<file path="config.mk">
export PLATFORM = sky130hd
export DESIGN_NAME = dosificador_multicanal
export DESIGN_NICKNAME = d
export VERILOG_FILES = /design/src/rtl/dosificador_multicanal_pkg.sv /design/src/rtl/dosificador_multicanal_tick.sv /design/src/rtl/dosificador_multicanal.sv
export SDC_FILE = /design/constraint.sdc
export NUM_CORES = 1
export LEC_CHECK = 0
export ABC_AREA = 0
export CORE_UTILIZATION = 61
export CTS_CLUSTER_DIAMETER = 150
export DETAILED_ROUTE_END_ITERATION = 10
export PLACE_DENSITY = 0.83
export SLEW_MARGIN = 15
export SYNTH_ARGS = -nofsm -noshare
export SYNTH_HDL_FRONTEND = slang
export SYNTH_SLANG_ARGS = --single-unit
</file>
<file path="constraint.sdc">
create_clock -name clk -period 7.29 [get_ports clk]
set_input_delay 1.458 -clock clk [delete_from_list [all_inputs] [get_ports clk]]
set_output_delay 1.458 -clock clk [all_outputs]
set_load 0.01 [all_outputs]
</file>
<file path="src/rtl/dosificador_multicanal_pkg.sv">
`default_nettype none
// ============================================================================
// Module  : dosificador_multicanal_pkg
// Brief   : Shared state encoding and constants for the dosing sequencer.
// Revision: 1.0 - initial release
// ============================================================================
package dosificador_multicanal_pkg;

  typedef enum logic [1:0] {
    ST_IDLE    = 2'd0,
    ST_RUN_SEQ = 2'd1,
    ST_RUN_PAR = 2'd2,
    ST_FIN     = 2'd3
  } estado_t;

  localparam logic MODO_SEQ     = 1'b0;
  localparam logic MODO_PAR     = 1'b1;
  localparam int   TICK_DIV_DEF = 5000000;

endpackage
`default_nettype wire

</file>
<file path="src/rtl/dosificador_multicanal_tick.sv">
`default_nettype none
// ============================================================================
// Module  : contador_tick
// Brief   : Free-running divider, tick high on the last count of each period.
// Revision: 1.0 - initial release
// ============================================================================
module contador_tick #(
  parameter int TICK_DIV = 4
) (
  input  logic clk,
  input  logic reset,
  input  logic clr,
  input  logic en,
  output logic tick
);

  localparam int CNT_W = (TICK_DIV > 2) ? $clog2(TICK_DIV) : 1;
  localparam logic [CNT_W-1:0] C_MAX = CNT_W'(TICK_DIV - 1);

  logic [CNT_W-1:0] r_cnt;

  assign tick = (r_cnt == C_MAX);

  always_ff @(posedge clk or negedge reset) begin
    if (!reset) begin
      r_cnt <= '0;
    end else if (clr) begin
      r_cnt <= '0;
    end else if (en) begin
      r_cnt <= tick ? '0 : r_cnt + 1'b1;
    end
  end

endmodule
`default_nettype wire

</file>
<file path="src/rtl/dosificador_multicanal.sv">
`default_nettype none
// ============================================================================
// Module  : dosificador_multicanal
// Brief   : Multi-channel dosing sequencer, sequential or parallel motor runs.
// Revision: 1.0 - initial release
// ============================================================================
module dosificador_multicanal
  import dosificador_multicanal_pkg::*;
#(
  parameter  int N_CH     = 3,
  parameter  int W        = 5,
  parameter  int TICK_DIV = TICK_DIV_DEF,
  localparam int CW       = (N_CH > 1) ? $clog2(N_CH) : 1
) (
  input  logic              clk,
  input  logic              reset,
  input  logic              start,
  input  logic              abort,
  input  logic              modo,
  input  logic [N_CH*W-1:0] ciclos,
  output logic [N_CH-1:0]   motores,
  output logic [N_CH-1:0]   flags,
  output logic              busy,
  output logic              done,
  output logic [CW-1:0]     canal
);

  estado_t         r_estado, w_estado_nxt;
  logic [W-1:0]    r_rem     [N_CH];
  logic [W-1:0]    w_rem_nxt [N_CH];
  logic [N_CH-1:0] w_nz, w_dec, w_nz_nxt;
  logic [CW-1:0]   w_activo;
  logic            w_hay_activo;
  logic            w_tick, w_clr, w_en, w_accept, w_run, w_handoff, w_fin_nxt;

  assign w_run    = (r_estado == ST_RUN_SEQ) || (r_estado == ST_RUN_PAR);
  assign w_accept = (r_estado == ST_IDLE) && start && !abort;
  assign w_en     = w_run;
  // Restart the tick period on accept and when a sequential channel hands off.
  assign w_clr    = w_accept || w_handoff;

  contador_tick #(.TICK_DIV(TICK_DIV)) u_tick (
    .clk   (clk),
    .reset (reset),
    .clr   (w_clr),
    .en    (w_en),
    .tick  (w_tick)
  );

  always_comb begin
    w_activo     = '0;
    w_hay_activo = 1'b0;
    w_fin_nxt    = 1'b1;
    for (int k = N_CH - 1; k >= 0; k--) begin
      w_nz[k] = (r_rem[k] != '0);
      if (w_nz[k]) begin
        w_activo     = CW'(k);
        w_hay_activo = 1'b1;
      end
    end
    for (int k = 0; k < N_CH; k++) begin
      w_dec[k] = w_tick && w_nz[k] &&
                 ((r_estado == ST_RUN_PAR) ||
                  ((r_estado == ST_RUN_SEQ) && (w_activo == CW'(k))));
      w_rem_nxt[k] = r_rem[k] - W'(w_dec[k]);
      w_nz_nxt[k]  = (w_rem_nxt[k] != '0);
      if (w_nz_nxt[k]) w_fin_nxt = 1'b0;
    end
    w_handoff = (r_estado == ST_RUN_SEQ) && |(w_dec & ~w_nz_nxt);
  end

  always_ff @(posedge clk or negedge reset) begin
    if (!reset) r_estado <= ST_IDLE;
    else        r_estado <= w_estado_nxt;
  end

  always_comb begin
    w_estado_nxt = r_estado;
    unique case (r_estado)
      ST_IDLE: begin
        if (w_accept) begin
          if (ciclos == '0)          w_estado_nxt = ST_FIN;
          else if (modo == MODO_PAR) w_estado_nxt = ST_RUN_PAR;
          else                       w_estado_nxt = ST_RUN_SEQ;
        end
      end
      ST_RUN_SEQ, ST_RUN_PAR: begin
        if (abort)          w_estado_nxt = ST_IDLE;
        else if (w_fin_nxt) w_estado_nxt = ST_FIN;
      end
      ST_FIN:  w_estado_nxt = ST_IDLE;
      default: w_estado_nxt = ST_IDLE;
    endcase
  end

  // Outputs trail the core state by one cycle so motors rise the cycle after accept.
  always_ff @(posedge clk or negedge reset) begin
    if (!reset) begin
      for (int k = 0; k < N_CH; k++) r_rem[k] <= '0;
      motores <= '0;
      flags   <= '0;
      busy    <= 1'b0;
      done    <= 1'b0;
      canal   <= '0;
    end else begin
      busy <= w_run;
      done <= (r_estado == ST_FIN) && !abort;
      if (r_estado == ST_RUN_PAR) begin
        motores <= w_nz;
      end else if ((r_estado == ST_RUN_SEQ) && w_hay_activo) begin
        motores <= N_CH'(1) << w_activo;
      end else begin
        motores <= '0;
      end
      canal <= (r_estado == ST_RUN_SEQ) ? w_activo : '0;
      if (w_accept) begin
        flags <= '0;
        for (int k = 0; k < N_CH; k++) r_rem[k] <= ciclos[k*W +: W];
      end else if (w_run || (r_estado == ST_FIN)) begin
        flags <= flags | ~w_nz;
        for (int k = 0; k < N_CH; k++) r_rem[k] <= w_rem_nxt[k];
      end
    end
  end

endmodule
`default_nettype wire

</file>
* Word-level counts from Yosys, hierarchy flattened *
Cells that the tools add are included.

cells by class
  equality and inequality tests = 8
  reductions and logical operators = 35
  bitwise gates (word level) = 4
  shift-type cells = 1
  mux-type cells = 25
  add/subtract/negate cells = 4

operators by type and width
  kind                                                                count
  23-bit 2-to-1 mux                                                   3
  15-bit 2-to-1 mux                                                   2
  5-bit nonzero test                                                  6
  23-bit by 1-bit adder with 23-bit output (second input constant)    1
  23-bit == test (second input constant)                              1
  2-bit 2-to-1 mux                                                    9
  15-bit zero test                                                    1
  5-bit by 1-bit subtractor with 5-bit output                         3
  1-bit logical AND                                                   14
  3-bit 2-to-1 mux                                                    4
  2-bit == test (second input constant)                               3
  1-bit logical OR                                                    6
  1-bit 2-to-1 mux                                                    6
  3-bit inverter                                                      2
  2-bit one-hot mux with 3 select lines                               1
  2-bit by 1-bit == test with 1-bit output (second input constant)    2
  2-bit zero test                                                     2
  2-bit nonzero test                                                  2
  3-bit AND                                                           1
  3-bit != test (second input constant)                               1
  3-bit OR                                                            1
  3-bit OR reduction                                                  1
  1-bit by 2-bit << shifter with 3-bit output (first input constant)  1
  2-bit != test (second input constant)                               1
  3 further kinds                                                     3

storage, ports and cells
  logic and storage cells = 87
  flip-flop bits (word level) = 50

* Longest topological paths before layout *
Gate-level depths: netlist (run 1).

  depth in word-level cells = 16
  mapped depth = 15
  depth with buffers taken out = 14

* Cells and area by module *
From an unflattened synthesis (run 1), not the netlist that was laid out.

second synthesis, totals
  cell total of the unflattened synthesis = 312
  area, all modules = 2974.1 um^2

by module, submodules not included
  module                  seq. area each (um^2)  area an instance (um^2)  times used  cells an instance
  dosificador_multicanal  675.6                  1587.8                   1           167
  contador_tick           575.6                  1386.3                   1           145

* Least setup slack after synthesis (run 1) *
Ideal clock, no wire load.

  path type = register to register
  start = reg u_tick.r_cnt[15]
  end = reg r_estado[0]
  arrival time = 3.192 ns
  buffers on the path = 2
  data required time = 7.165 ns
  cell stages (with the launch flop) = 14
  path slack = 3.974 ns
  cell sequence = dfrtp_1 -> or4b_1 -> nor4_2 -> and4b_1 -> buf_2 -> buf_2 -> and2_1 -> ha_1 -> nor3b_1 -> xnor2_1 -> nand4_1 -> or3_1 -> a21oi_1 -> mux2_2

on the way
  word-level cells in the longest chain between the ends = 10
  elaborated cells on any way between the ends = 18
  those cells by class = add/sub (3); eq/ne (2); mux (3); reduce/logical (10)

ends and longest elaborated chain
  what                                         line                               text
  start: declaration                           dosificador_multicanal_tick.sv:20  logic [CNT_W-1:0] r_cnt;
  start signal: assignment                     dosificador_multicanal_tick.sv:30  r_cnt <= tick ? '0 : r_cnt + 1'b1;
  23-bit == test (*)                           dosificador_multicanal_tick.sv:22  assign tick = (r_cnt == C_MAX);
  1-bit logical AND (2 in series)              dosificador_multicanal.sv:62       w_dec[k] = w_tick && w_nz[k] &&
  5-bit by 1-bit subtractor with 5-bit output  dosificador_multicanal.sv:65       w_rem_nxt[k] = r_rem[k] - W'(w_dec[k]);
  5-bit nonzero test                           dosificador_multicanal.sv:66       w_nz_nxt[k] = (w_rem_nxt[k] != '0);
  1-bit 2-to-1 mux (2 in series)               dosificador_multicanal.sv:67       if (w_nz_nxt[k]) w_fin_nxt = 1'b0;
  1-bit 2-to-1 mux (*)                         dosificador_multicanal.sv:67
  3-bit != test (no line) (*)                  -
  2-bit AND reduction (no line) (*)            -
  end signal: assignment                       dosificador_multicanal.sv:74       else r_estado <= w_estado_nxt;
  end: declaration                             dosificador_multicanal.sv:28       estado_t r_estado, w_estado_nxt;

Mark *: on every way between the ends. The rest lies on a longest branch, timed or not.
A chain may end at the register's enable or synchronous reset.

* Final worst setup path (run 1) *
  start = reg u_tick.r_cnt[15]
  end = reg u_tick.r_cnt[13]

on the way
  word-level cells in the longest chain between the ends = 11
  elaborated cells on any way between the ends = 22
  those cells by class = add/sub (3); eq/ne (1); mux (3); bitwise (2); reduce/logical (13)

ends and longest elaborated chain
  what                                                     line                               text
  23-bit == test (*)                                       dosificador_multicanal_tick.sv:22
  1-bit logical AND (2 in series)                          dosificador_multicanal.sv:62
  5-bit by 1-bit subtractor with 5-bit output              dosificador_multicanal.sv:65
  5-bit nonzero test                                       dosificador_multicanal.sv:66
  3-bit inverter                                           dosificador_multicanal.sv:69       w_handoff = (r_estado == ST_RUN_SEQ) && |(w_dec & ~w_nz_nxt);
  3-bit AND                                                dosificador_multicanal.sv:69
  3-bit OR reduction                                       dosificador_multicanal.sv:69
  1-bit logical AND                                        dosificador_multicanal.sv:69
  1-bit logical OR                                         dosificador_multicanal.sv:40       assign w_clr = w_accept || w_handoff;
  23-bit 2-to-1 mux or 2-bit nonzero test (tied branches)  -

Mark *: on every way between the ends. The rest lies on a longest branch, timed or not. The select of a mux whose other input is x is not followed.

==> results by group, run 1 <==
Outcome
  – Status: finished clean

Global routing
  – First-pass GRT wire length: 10,900 µm
  – Vias in the first global route: between 2k and 2.5k
  – Overflow after GRT: 0
  – GRT Overall Usage: between 20% and 30%
  – Initial antenna violation count: 0
  – Largest net degree at the start of global routing: a little over 50

Finish
  – Syn-to-layout area delta: 14.5%
  – Finished Layout Cells: 390
  – Commonest non-fill, non-tap cell in the layout: dfrtp_1
  – Layout cells sized above 1: between 4 and 5%
  – Layout Nets: between 300 and 400
  – Commonest non-fill, non-tap cells in the layout: dfrtp_1, nor2_1, nand2_1
  – Final core occ: 73.6%
  – Ant. Diodes: 0

Synthesis
  – Cell area after synthesis: 0.00284 mm²
  – Ys async rst share: 100%
  – Sequential area share after synthesis: 44.1%
  – Yosys cell types: 43
  – Ys flop type: dfrtp_1
  – Yosys reg bits: 50
  – EDFF count, synth: 0
  – Syn Area/Cell: between 9 and 10 µm²
  – Cell count after synthesis: about 310
  – Synth warnings: 0
  – Post-Syn Nets: roughly 350

Power and ir drop
  – Worst vdd ir: around 0.25 mV
  – Pwr Density: between 300 and 400 mW/mm²
  – Total power draw: ~1.1 mW
  – P_leak: between 1 and 1.5 nW

Clocking
  – Post-CTS Resized: 0
  – # clock sinks: 50
  – Setup Buffers After CTS: 0
  – CTS tree: yes
  – H-tree depth: 2
  – # hold bufs at CTS: 0
  – Reg clk slew, reported paths: 80 ps
  – CTS Buffer Depth: 2
  – CTS Root Cell: clkbuf_8
  – TritonCTS Buffers: 5
  – Clock latency on the worst-skew pair: roughly 310 ps

Setup path
  – Slowest CP cell: a2bb2oi_2
  – Max Fanout on Critical Path: 23
  – CP delay by family, top: simple AND/OR/NAND/NOR gates
  – Req. time, crit path: ~7400 ps
  – CP most frequent cell: nor3b_1
  – Crit path DAT: between 4000 and 5000 ps
  – Crit-path cells: or4b_1 -> nor4_2 -> and4b_1 -> and2_1 -> ha_1 -> nor3b_1 -> xnor2_1 -> nand4_1 -> nor3b_1 -> a2bb2oi_2 -> nor2_1
  – Worst Path Buf+Inv: 0
  – Critical path class: flop to flop
  – Critical path capture point type: flop
  – Worst Setup Start Kind: flop
  – Max incr delay on CP: approximately 800 ps

Route
  – Routed WL: 6350 µm
  – DR vias: between 2k and 2.5k
  – # DRC: 0
  – Wire length per cell: between 15 and 20 µm
  – Via-per-instance ratio: between 6 and 7
  – Drt pass-1 iters: 5
  – ANT nets after route: 0
  – DR iter-0 viols: roughly 200

Timing
  – Crit path time final: between 3000 and 4000 ps
  – Slew HR: between 30% and 40%
  – Max Transition Viols Final: 0
  – Final Cycle Share: 54.2%
  – Worst slew pin tran: between 1000 and 1500 ps
  – Max Freq: about 0.25 GHz
  – Final setup violation count: 0
  – Clock skew: 6.69 ps
  – Sum Neg Setup Slack: 0 ps
  – RSZ-0062 raised after global routing: false
  – Final hold vios: 0

Floorplan
  – Row count: 24
  – Die height: between 70 and 80 µm
  – Ports: 30
  – Initial core utilization: approximately 64%
  – Core area: 0.00441 mm²
  – Width of the die: approximately 70 µm
  – Die area: just under 0.005 mm²

Place
  – PortBufs: 29
  – Post-placement cell count: around 380
  – Post-DP HPWL: 4350 µm
  – Gp weighted congestion: 0.855

Flow run
  – Max Cap Viol: 0

Min path
  – HP Class: flop to flop
==> synthesized netlist by cell type, drive strengths merged (2+ instances only) <==
library cell  count  share of area (%)
nor2             38                5.0
a31oi             3               0.66
and2              2               0.44
dfrtp            50                 44
a221o             6                2.1
nand3             6                1.2
nor3b             4                1.1
buf               4               0.88
or2               2               0.44
xnor2             8                2.5
nand4b            5                1.5
or4               4                1.1
or3               6                1.3
a21oi            24                4.2
inv              11                1.5
and3              6                1.3
nor2b             6                1.3
ha               11                4.9
nor4              8                2.2
xor2              8                2.5
a22oi             6                1.6
nand2            29                3.8
clkbuf            9                1.2
nor3             11                1.9
mux2              2               0.79
o21ai            23                4.1
or4b              3                1.1
nand4             7                1.5
nand3b            3               0.79
==> power by group <==
group	internal [mW]	switching (mW)
clock network	0.110	0.0901
logic	0.191	0.274
registers	0.361	0.0803
total	0.661	0.444
==> cells by family (layout without fill, tap and decap cells) <==
kind of cell / count (synthesis) / after routing / synth area share [%]
xor+xnor: 16 / 16 / 4.94
simple gates: 145 / 145 / 27.7
buf+inv: 24 / 48 / 3.53
compound gates: 65 / 65 / 13.7
fa+ha+maj: 11 / 11 / 4.85
flops: 50 / 50 / 44.1
mux: 3 / 3 / 1.15
==> sequential cells by signal, indices dropped and copies added, names as in the netlist <==
signal,cells
r_rem,15
u_tick.r_cnt,23
done,1
canal,2
motores,3
r_estado,2
busy,1
flags,3
==> through the flow <==
stage,area [µm²],setup WS [ps],hold WS (ps)
floorplan,2840,3970,502
global placement,3130,3490,479
detailed placement,3130,3360,490
CTS,3250,3340,510
global route,3250,2930,535
finish,3250,3340,506
==> metal layers <==
layer | GRT usage, % | routed length, µm
met1 | 40.5 | 3040
met2 | 44.1 | 2940
met3 | 4.33 | 264
met4 | 9.78 | 101
met5 | 0 | 0
==> tightest hold or removal path, delay by kind of cell (launching register included) <==
kind             cells  cell delay, ps
flip-flops           1             350
AND/OR/NAND/NOR      2             120
==> final timing paths <==
| kind | cells after the start | endpoint | start | slack, ps |
|---|---|---|---|---|
| setup reg to reg | 11 | u_tick.r_cnt[13]$_DFFE_PN0P_ | u_tick.r_cnt[15]$_DFFE_PN0P_ | 3340 |
| min in group asynchronous | 2 | r_rem[4]$_DFFE_PN0P_ | reset | 1250 |
| max in group asynchronous | 2 | u_tick.r_cnt[0]$_DFFE_PN0P_ | reset | 5620 |
| hold reg to reg | 2 | flags[1]$_DFFE_PN0P_ | flags[1]$_DFFE_PN0P_ | 510 |
| hold / removal | 2 | flags[1]$_DFFE_PN0P_ | flags[1]$_DFFE_PN0P_ | 510 |
| setup / recovery | 11 | u_tick.r_cnt[13]$_DFFE_PN0P_ | u_tick.r_cnt[15]$_DFFE_PN0P_ | 3340 |
==> area by class of cell <==
cell class                      count  area, µm²
Sequential cell                    50       1250
Tap cell                           52       65.1
Inverter                           11       41.3
Multi-Input combinational cell    240       1480
Timing Repair Buffer               30        293
Clock inverter                      1       30.0
Fill cell                         345       1170
Clock buffer                        6       82.6
Power figures use the tool's default switching activity.
==> run 2, diff against run 1 <==
--- a/config.mk
+++ b/config.mk
@@ -6,10 +6,10 @@
 export NUM_CORES = 1
 export LEC_CHECK = 0
 export ABC_AREA = 0
-export CORE_UTILIZATION = 61
+export CORE_UTILIZATION = 57
 export CTS_CLUSTER_DIAMETER = 150
 export DETAILED_ROUTE_END_ITERATION = 10
-export PLACE_DENSITY = 0.83
+export PLACE_DENSITY = 0.78
 export SLEW_MARGIN = 15
 export SYNTH_ARGS = -nofsm -noshare
 export SYNTH_HDL_FRONTEND = slang
==> constraint.sdc (replaced) <==
create_clock -name clk -period 3.91 [get_ports clk]
set_input_delay 0.782 -clock clk [delete_from_list [all_inputs] [get_ports clk]]
set_output_delay 0.782 -clock clk [all_outputs]
set_load 0.01 [all_outputs]
==> run 2 against run 1 <==
Against the previous run: sequential share of layout area down 0.53 points; clock skew about the same; clock power is 82% higher; via count shrank 0.77%; routed wire length rose by 1.3%; first-iteration DRC count up 26%; non-clock buffer count is 4 higher; power rose by 87%; worst setup slack worse by 3100 ps; cell count grew 5.1%; critical path depth increased by 3.
==> results by group, run 2 (synthesis gave the netlist of run 1 again) <==
Clocking
  – Post-CTS Resized: 0 (unchanged)
  – CTS Root Cell: clkbuf_8
  – Setup Buffers After CTS: 0 (unchanged)
  – CTS tree: yes
  – H-tree depth: 2 (unchanged)
  – Reg clk slew, reported paths: 90 ps (about the same)
  – # clock sinks: 50 (unchanged)
  – TritonCTS Buffers: 5 (unchanged)
  – # hold bufs at CTS: 0 (unchanged)
  – Clock latency on the worst-skew pair: 310 ps (about the same)
  – CTS Buffer Depth: 2 (unchanged)

Finish
  – Layout Nets: 373 (+1.1%)
  – Syn-to-layout area delta: 16.1%
  – Filler Cells Inserted: 409 (+19%)
  – Max reg flops: 23 (unchanged)
  – Largest Register: u_tick.r_cnt
  – Top Registers: u_tick.r_cnt: 23 flops, r_rem: 15 flops
  – Commonest non-fill, non-tap cells in the layout: dfrtp_1, nor2_1, nand2_1
  – Ant. Diodes: 0 (unchanged)
  – Commonest non-fill, non-tap cell in the layout: dfrtp_1
  – Layout cells sized above 1: 5.83% (+1.4 points)

Floorplan
  – Core area: 0.00475 mm² (+7.7%)
  – Width of the die: 72.5 µm (+3.3%)
  – Initial core utilization: 59.6% (-4.6 points)
  – Die area: 0.00526 mm² (+6.8%)
  – Ports: 30 (unchanged)
  – Row count: 25 (+4.2%)
  – Die height: 72.5 µm (+3.3%)

Place
  – Gp weighted congestion: 0.875 (+2.4%)
  – PortBufs: 29 (unchanged)
  – Post-DP HPWL: 4670 µm (+7.4%)

Setup path
  – Max Fanout on Critical Path: 3 (-87%)
  – Req. time, crit path: 4110 ps (-3330 ps)
  – Worst Setup Start Kind: flop
  – Critical path class: flop to flop
  – Crit path DAT: 3910 ps (-190 ps)
  – Critical path capture point type: flop

Timing
  – Crit path time final: 3710 ps (-239 ps)
  – Slew HR: 50.3% (+18 points)
  – Max Freq: 0.269 GHz (+6.4%)
  – Worst slew pin tran: 745 ps (-275 ps)
  – Max Transition Viols Final: 0 (unchanged)
  – Sum Neg Setup Slack: 0 ps (unchanged)
  – Final Cycle Share: 94.9% (+41 points)
  – Clock skew: 6.36 ps (-0.332 ps)
  – Final setup violation count: 0 (unchanged)
  – Min Hold Slack: 429 ps (-77.1 ps)
  – RSZ-0062 raised after global routing: false
  – Final hold vios: 0 (unchanged)

Power and ir drop
  – Pwr Density: 628 mW/mm² (+85%)
  – Clock share of power: 17.6% (-0.5 points)
  – P_sw: 0.843 mW (+90%)
  – Worst vdd ir: 0.606 mV (+140%)
  – Logic gate share of total power: 42.6% (+0.6 points)
  – P_leak: 1.38 nW (+1.6%)
  – Switch share: 40.7% (+0.55 points)
  – Pint: 1.23 mW (+85%)
  – Reg power frac: 39.8% (about the same)

Route
  – Via-per-instance ratio: 5.98 (-5.6%)
  – DR vias: 2,452 (-0.77%)
  – Wire length per cell: 15.7 µm (-3.7%)
  – DR iter-0 viols: 258 (+26%)
  – ANT nets after route: 0 (unchanged)
  – Drt pass-1 iters: 4 (-1)
  – # DRC: 0 (unchanged)
  – Routed WL: 6430 µm (+1.3%)

Min path
  – HP Class: input port to asynchronous set/reset pin

Flow run
  – Max Cap Viol: 0 (unchanged)

Global routing
  – Vias in the first global route: 2,349 (-0.21%)
  – Initial antenna violation count: 0 (unchanged)
  – First-pass GRT wire length: 10,900 µm (-0.18%)
  – Largest net degree at the start of global routing: 29 (-43%)
  – Overflow after GRT: 0 (unchanged)
  – GRT Overall Usage: 26.6% (-1.7 points)

Outcome
  – Status: finished clean
[run 2: worst max-delay path: stages, from the launching register on]
cell	delay, ps
dfrtp_1	420
inv_1	110
ha_1	200
or4b_1	470
nor2_1	200
a21oi_1	120
a21oi_1	240
and2_1	170
ha_1	180
nor3b_1	240
xnor2_1	190
nand4_1	150
or3_1	330
a21oi_1	240
mux2_2	360
[run 2: routing by layer]
metal	track usage (%)	up-vias	share of wire, %
li1	-	1186	-
met1	38.3	1187	47
met2	41.4	71	46
met3	5.28	8	5.4
met4	6.32	0	0.73
met5	0	-	0
[run 2: final timing paths]
| kind | slack, ps | startpoint | depth (start not counted) | end |
|---|---|---|---|---|
| setup / recovery | 200 | r_estado[1]$_DFFE_PN0P_ | 14 | r_estado[0]$_DFFE_PN0P_ |
| hold / removal | 430 | reset | 1 | r_rem[4]$_DFFE_PN0P_ |
| setup reg to reg | 200 | r_estado[1]$_DFFE_PN0P_ | 14 | r_estado[0]$_DFFE_PN0P_ |
| hold reg to reg | 510 | flags[2]$_DFFE_PN0P_ | 2 | flags[2]$_DFFE_PN0P_ |
| max in group asynchronous | 2730 | reset | 2 | r_estado[0]$_DFFE_PN0P_ |
| min in group clk | 510 | flags[2]$_DFFE_PN0P_ | 2 | flags[2]$_DFFE_PN0P_ |
[run 2: layout make-up]
type | count | area, µm² | area share [%]
inverter | 11 | 41.3 | 1.25
timing repair buffer | 34 | 323 | 9.81
sequential | 50 | 1250 | 38.0
multi-input combinational | 240 | 1480 | 45.1
clock buffer | 5 | 68.8 | 2.09
clock inverter | 3 | 40.0 | 1.22
tap | 67 | 83.8 | 2.55
[run 2: power groups by stage]
stage | registers (mW) | clock network, mW | logic [mW]
finish | 0.824 | 0.364 | 0.881
global route | 0.842 | 0.389 | 0.977
CTS | 0.821 | 0.371 | 0.878
detailed placement | 0.826 | 0 | 0.876
global placement | 0.823 | 0 | 0.853
floorplan | 0.811 | 0 | 0.593
[run 2: through the flow]
stage	instance area, µm²	instances	setup WS, ps	power (mW)	utilization (%)
floorplan	2840	314	594	1.40	-
global placement	3180	402	334	1.68	66.9
detailed placement	3180	402	227	1.70	66.9
CTS	3290	410	195	2.07	69.2
global route	3290	410	8.95	2.21	69.2
finish	3290	410	199	2.07	69.2
==> run 3, diff against run 2 <==
--- a/config.mk
+++ b/config.mk
@@ -10,6 +10,8 @@
 export CTS_CLUSTER_DIAMETER = 150
 export DETAILED_ROUTE_END_ITERATION = 10
 export PLACE_DENSITY = 0.78
+export RECOVER_POWER = 100
+export SETUP_SLACK_MARGIN = 0.15
 export SLEW_MARGIN = 15
 export SYNTH_ARGS = -nofsm -noshare
 export SYNTH_HDL_FRONTEND = slang
==> run 3 against run 2 <==
Against the previous run: the run now ends with max-capacitance violations, max-slew violations left; first-iteration DRC count down 8.5%; worst hold slack better by 74 ps; clock-buffer cell count unchanged; sequential power about the same; maximum frequency up 2.7%; clock power about the same; routed wire length up 0.17%; utilization down 0.079 points; die area unchanged; largest cell class unchanged; largest power group unchanged.
==> results by group, run 3 (synthesis gave the netlist of run 1 again) <==
Outcome
  – Status: complete, but fails checks
  – Failing checks: max-capacitance violations, max-slew violations

Floorplan
  – Die height: 72.5 µm (unchanged)
  – Core area: 0.00475 mm² (unchanged)
  – Die area: 0.00526 mm² (unchanged)
  – Ports: 30 (unchanged)
  – Width of the die: 72.5 µm (unchanged)
  – Initial core utilization: 59.6% (unchanged)
  – Row count: 25 (unchanged)

Global routing
  – Initial antenna violation count: 0 (unchanged)
  – First-pass GRT wire length: 10,900 µm (unchanged)
  – Overflow after GRT: 0 (unchanged)
  – GRT Overall Usage: 26.6% (unchanged)
  – Largest net degree at the start of global routing: 29 (unchanged)
  – Vias in the first global route: 2,349 (unchanged)

Timing
  – Final hold vios: 0 (unchanged)
  – Sum Neg Setup Slack: 0 ps (unchanged)
  – Max Transition Viols Final: 29 (+29)
  – Clock skew: 5.63 ps (-0.727 ps)
  – Worst slew pin tran: 1540 ps (+794 ps)
  – Crit path time final: 3610 ps (-99.3 ps)
  – Min Hold Slack: 504 ps (+74.4 ps)
  – RSZ-0062 raised after global routing: false
  – Slew HR: -2.65% (-53 points)
  – Max Freq: 0.277 GHz (+2.7%)
  – Final Cycle Share: 92.4% (-2.5 points)
  – Final setup violation count: 0 (unchanged)

Clocking
  – CTS tree: yes
  – TritonCTS Buffers: 5 (unchanged)
  – H-tree depth: 2 (unchanged)
  – # clock sinks: 50 (unchanged)
  – Reg clk slew, reported paths: 90 ps (about the same)
  – CTS Buffer Depth: 2 (unchanged)
  – CTS Root Cell: clkbuf_8
  – # hold bufs at CTS: 0 (unchanged)
  – Clock latency on the worst-skew pair: 300 ps (about the same)

Route
  – Routed WL: 6440 µm (+0.17%)
  – Wire length per cell: 15.7 µm (about the same)
  – DR iter-0 viols: 236 (-8.5%)
  – Drt pass-1 iters: 4 (unchanged)
  – DR vias: 2,434 (-0.73%)
  – ANT nets after route: 0 (unchanged)
  – Via-per-instance ratio: 5.92 (-0.98%)
  – # DRC: 0 (unchanged)

Setup path
  – Max Fanout on Critical Path: 3 (unchanged)
  – Reg2reg end: r_estado[0]$_DFFE_PN0P_
  – Origin of the worst setup path: r_estado[1]$_DFFE_PN0P_
  – Critical path class: flop to flop
  – Worst R2R Setup Slack: 300 ps (+100 ps)
  – Slowest CP cell: or4b_1
  – Worst Setup Start Kind: flop
  – Max incr delay on CP: 470 ps (about the same)
  – FF-to-FF path depth: 14 (unchanged)
  – Req. time, crit path: 4110 ps (about the same)
  – Worst setup path endpoint: r_estado[0]$_DFFE_PN0P_
  – Crit path DAT: 3810 ps (-100 ps)
  – Origin of the critical flop-to-flop path: r_estado[1]$_DFFE_PN0P_
  – Crit-path cells: inv_1 -> ha_1 -> or4b_1 -> nor2_1 -> a21oi_1 -> a21oi_2 -> and2_0 -> ha_1 -> nor3b_1 -> xnor2_1 -> nand4_1 -> or3_1 -> a21oi_2 -> mux2_2
  – Critical path capture point type: flop

Place
  – Post-placement cell count: 402 (unchanged)
  – Gp weighted congestion: 0.875 (unchanged)
  – PortBufs: 29 (unchanged)
  – Placement Cell Area: 0.00318 mm² (unchanged)
  – Post-DP HPWL: 4670 µm (unchanged)

Finish
  – Commonest non-fill, non-tap cells in the layout: dfrtp_1, nor2_1, nand2_1
  – Final core occ: 69.2% (-0.079 points)
  – Largest Register: u_tick.r_cnt
  – Finished Layout Cells: 411 (+0.24%)
  – Commonest non-fill, non-tap cell in the layout: dfrtp_1
  – Max reg flops: 23 (unchanged)
  – Ant. Diodes: 0 (unchanged)
  – Layout Nets: 374 (+0.27%)
  – Layout cells sized above 1: 5.23% (-0.60 points)
  – Syn-to-layout area delta: 16.0%
  – Top Registers: u_tick.r_cnt: 23 flops, r_rem: 15 flops
  – Final Instance Area: 0.00329 mm² (-0.11%)

Flow run
  – Max Cap Viol: 1 (+1)

Power and ir drop
  – P_leak: 1.39 nW (+0.44%)
  – Pwr Density: 622 mW/mm² (-1.1%)
  – Worst vdd ir: 0.603 mV (-0.56%)

Min path
  – HP Class: flop to flop
-- run 3: how the worst min path moves through the flow --
| stage | startpoint | end | cells past startpoint |
|---|---|---|---|
| floorplan | reset | busy$_DFF_PN0_ | 0 |
| global placement | flags[2]$_DFFE_PN0P_ | flags[2]$_DFFE_PN0P_ | 2 |
| detailed placement | flags[2]$_DFFE_PN0P_ | flags[2]$_DFFE_PN0P_ | 2 |
| CTS | reset | u_tick.r_cnt[1]$_DFFE_PN0P_ | 1 |
| global route | flags[2]$_DFFE_PN0P_ | flags[2]$_DFFE_PN0P_ | 2 |
| finish | flags[2]$_DFFE_PN0P_ | flags[2]$_DFFE_PN0P_ | 2 |
-- run 3: critical path: cells and delay by family (launching register included) --
kind	cells	cell delay [ps]
multiplexers	1	350
flip-flops	1	420
buffers and inverters	1	110
AO/OA/AOI/OAI	3	510
AND/OR/NAND/NOR	6	1550
XOR/XNOR	1	180
adder cells (fa/ha/maj)	2	380
-- run 3: cell type report --
cell class                      instances  area, µm²
Fill cell                             414       1470
Clock inverter                          3       40.0
Clock buffer                            5       68.8
Multi-Input combinational cell        240       1490
Sequential cell                        50       1250
Tap cell                               67       83.8
Timing Repair Buffer                   35        318
Inverter                               11       41.3
-- run 3: where the power goes --
part	switching (mW)	internal, mW
registers	0.150	0.672
clock network	0.172	0.188
logic	0.518	0.344
-- run 3: what timing repair did --
item,in CTS,in global routing
endpoints found under the setup margin,0,25
resized for setup,0,3
buffers inserted,0,1
-- run 3: metrics by stage --
stage          total power, mW  setup WS (ps)
5_1_grt                   2.19           97.7
4_1_cts                   2.07            195
3_5_place_dp              1.70            227
6_report                  2.04            298
2_1_floorplan             1.40            594
3_3_place_gp              1.68            334
-- run 3: per-layer routing --
| layer | part of all wire (%) | GRT usage, % |
|---|---|---|
| met1 | 49 | 38.3 |
| met2 | 46 | 41.4 |
| met3 | 4.1 | 5.28 |
| met4 | 0.85 | 6.32 |
| met5 | 0 | 0 |
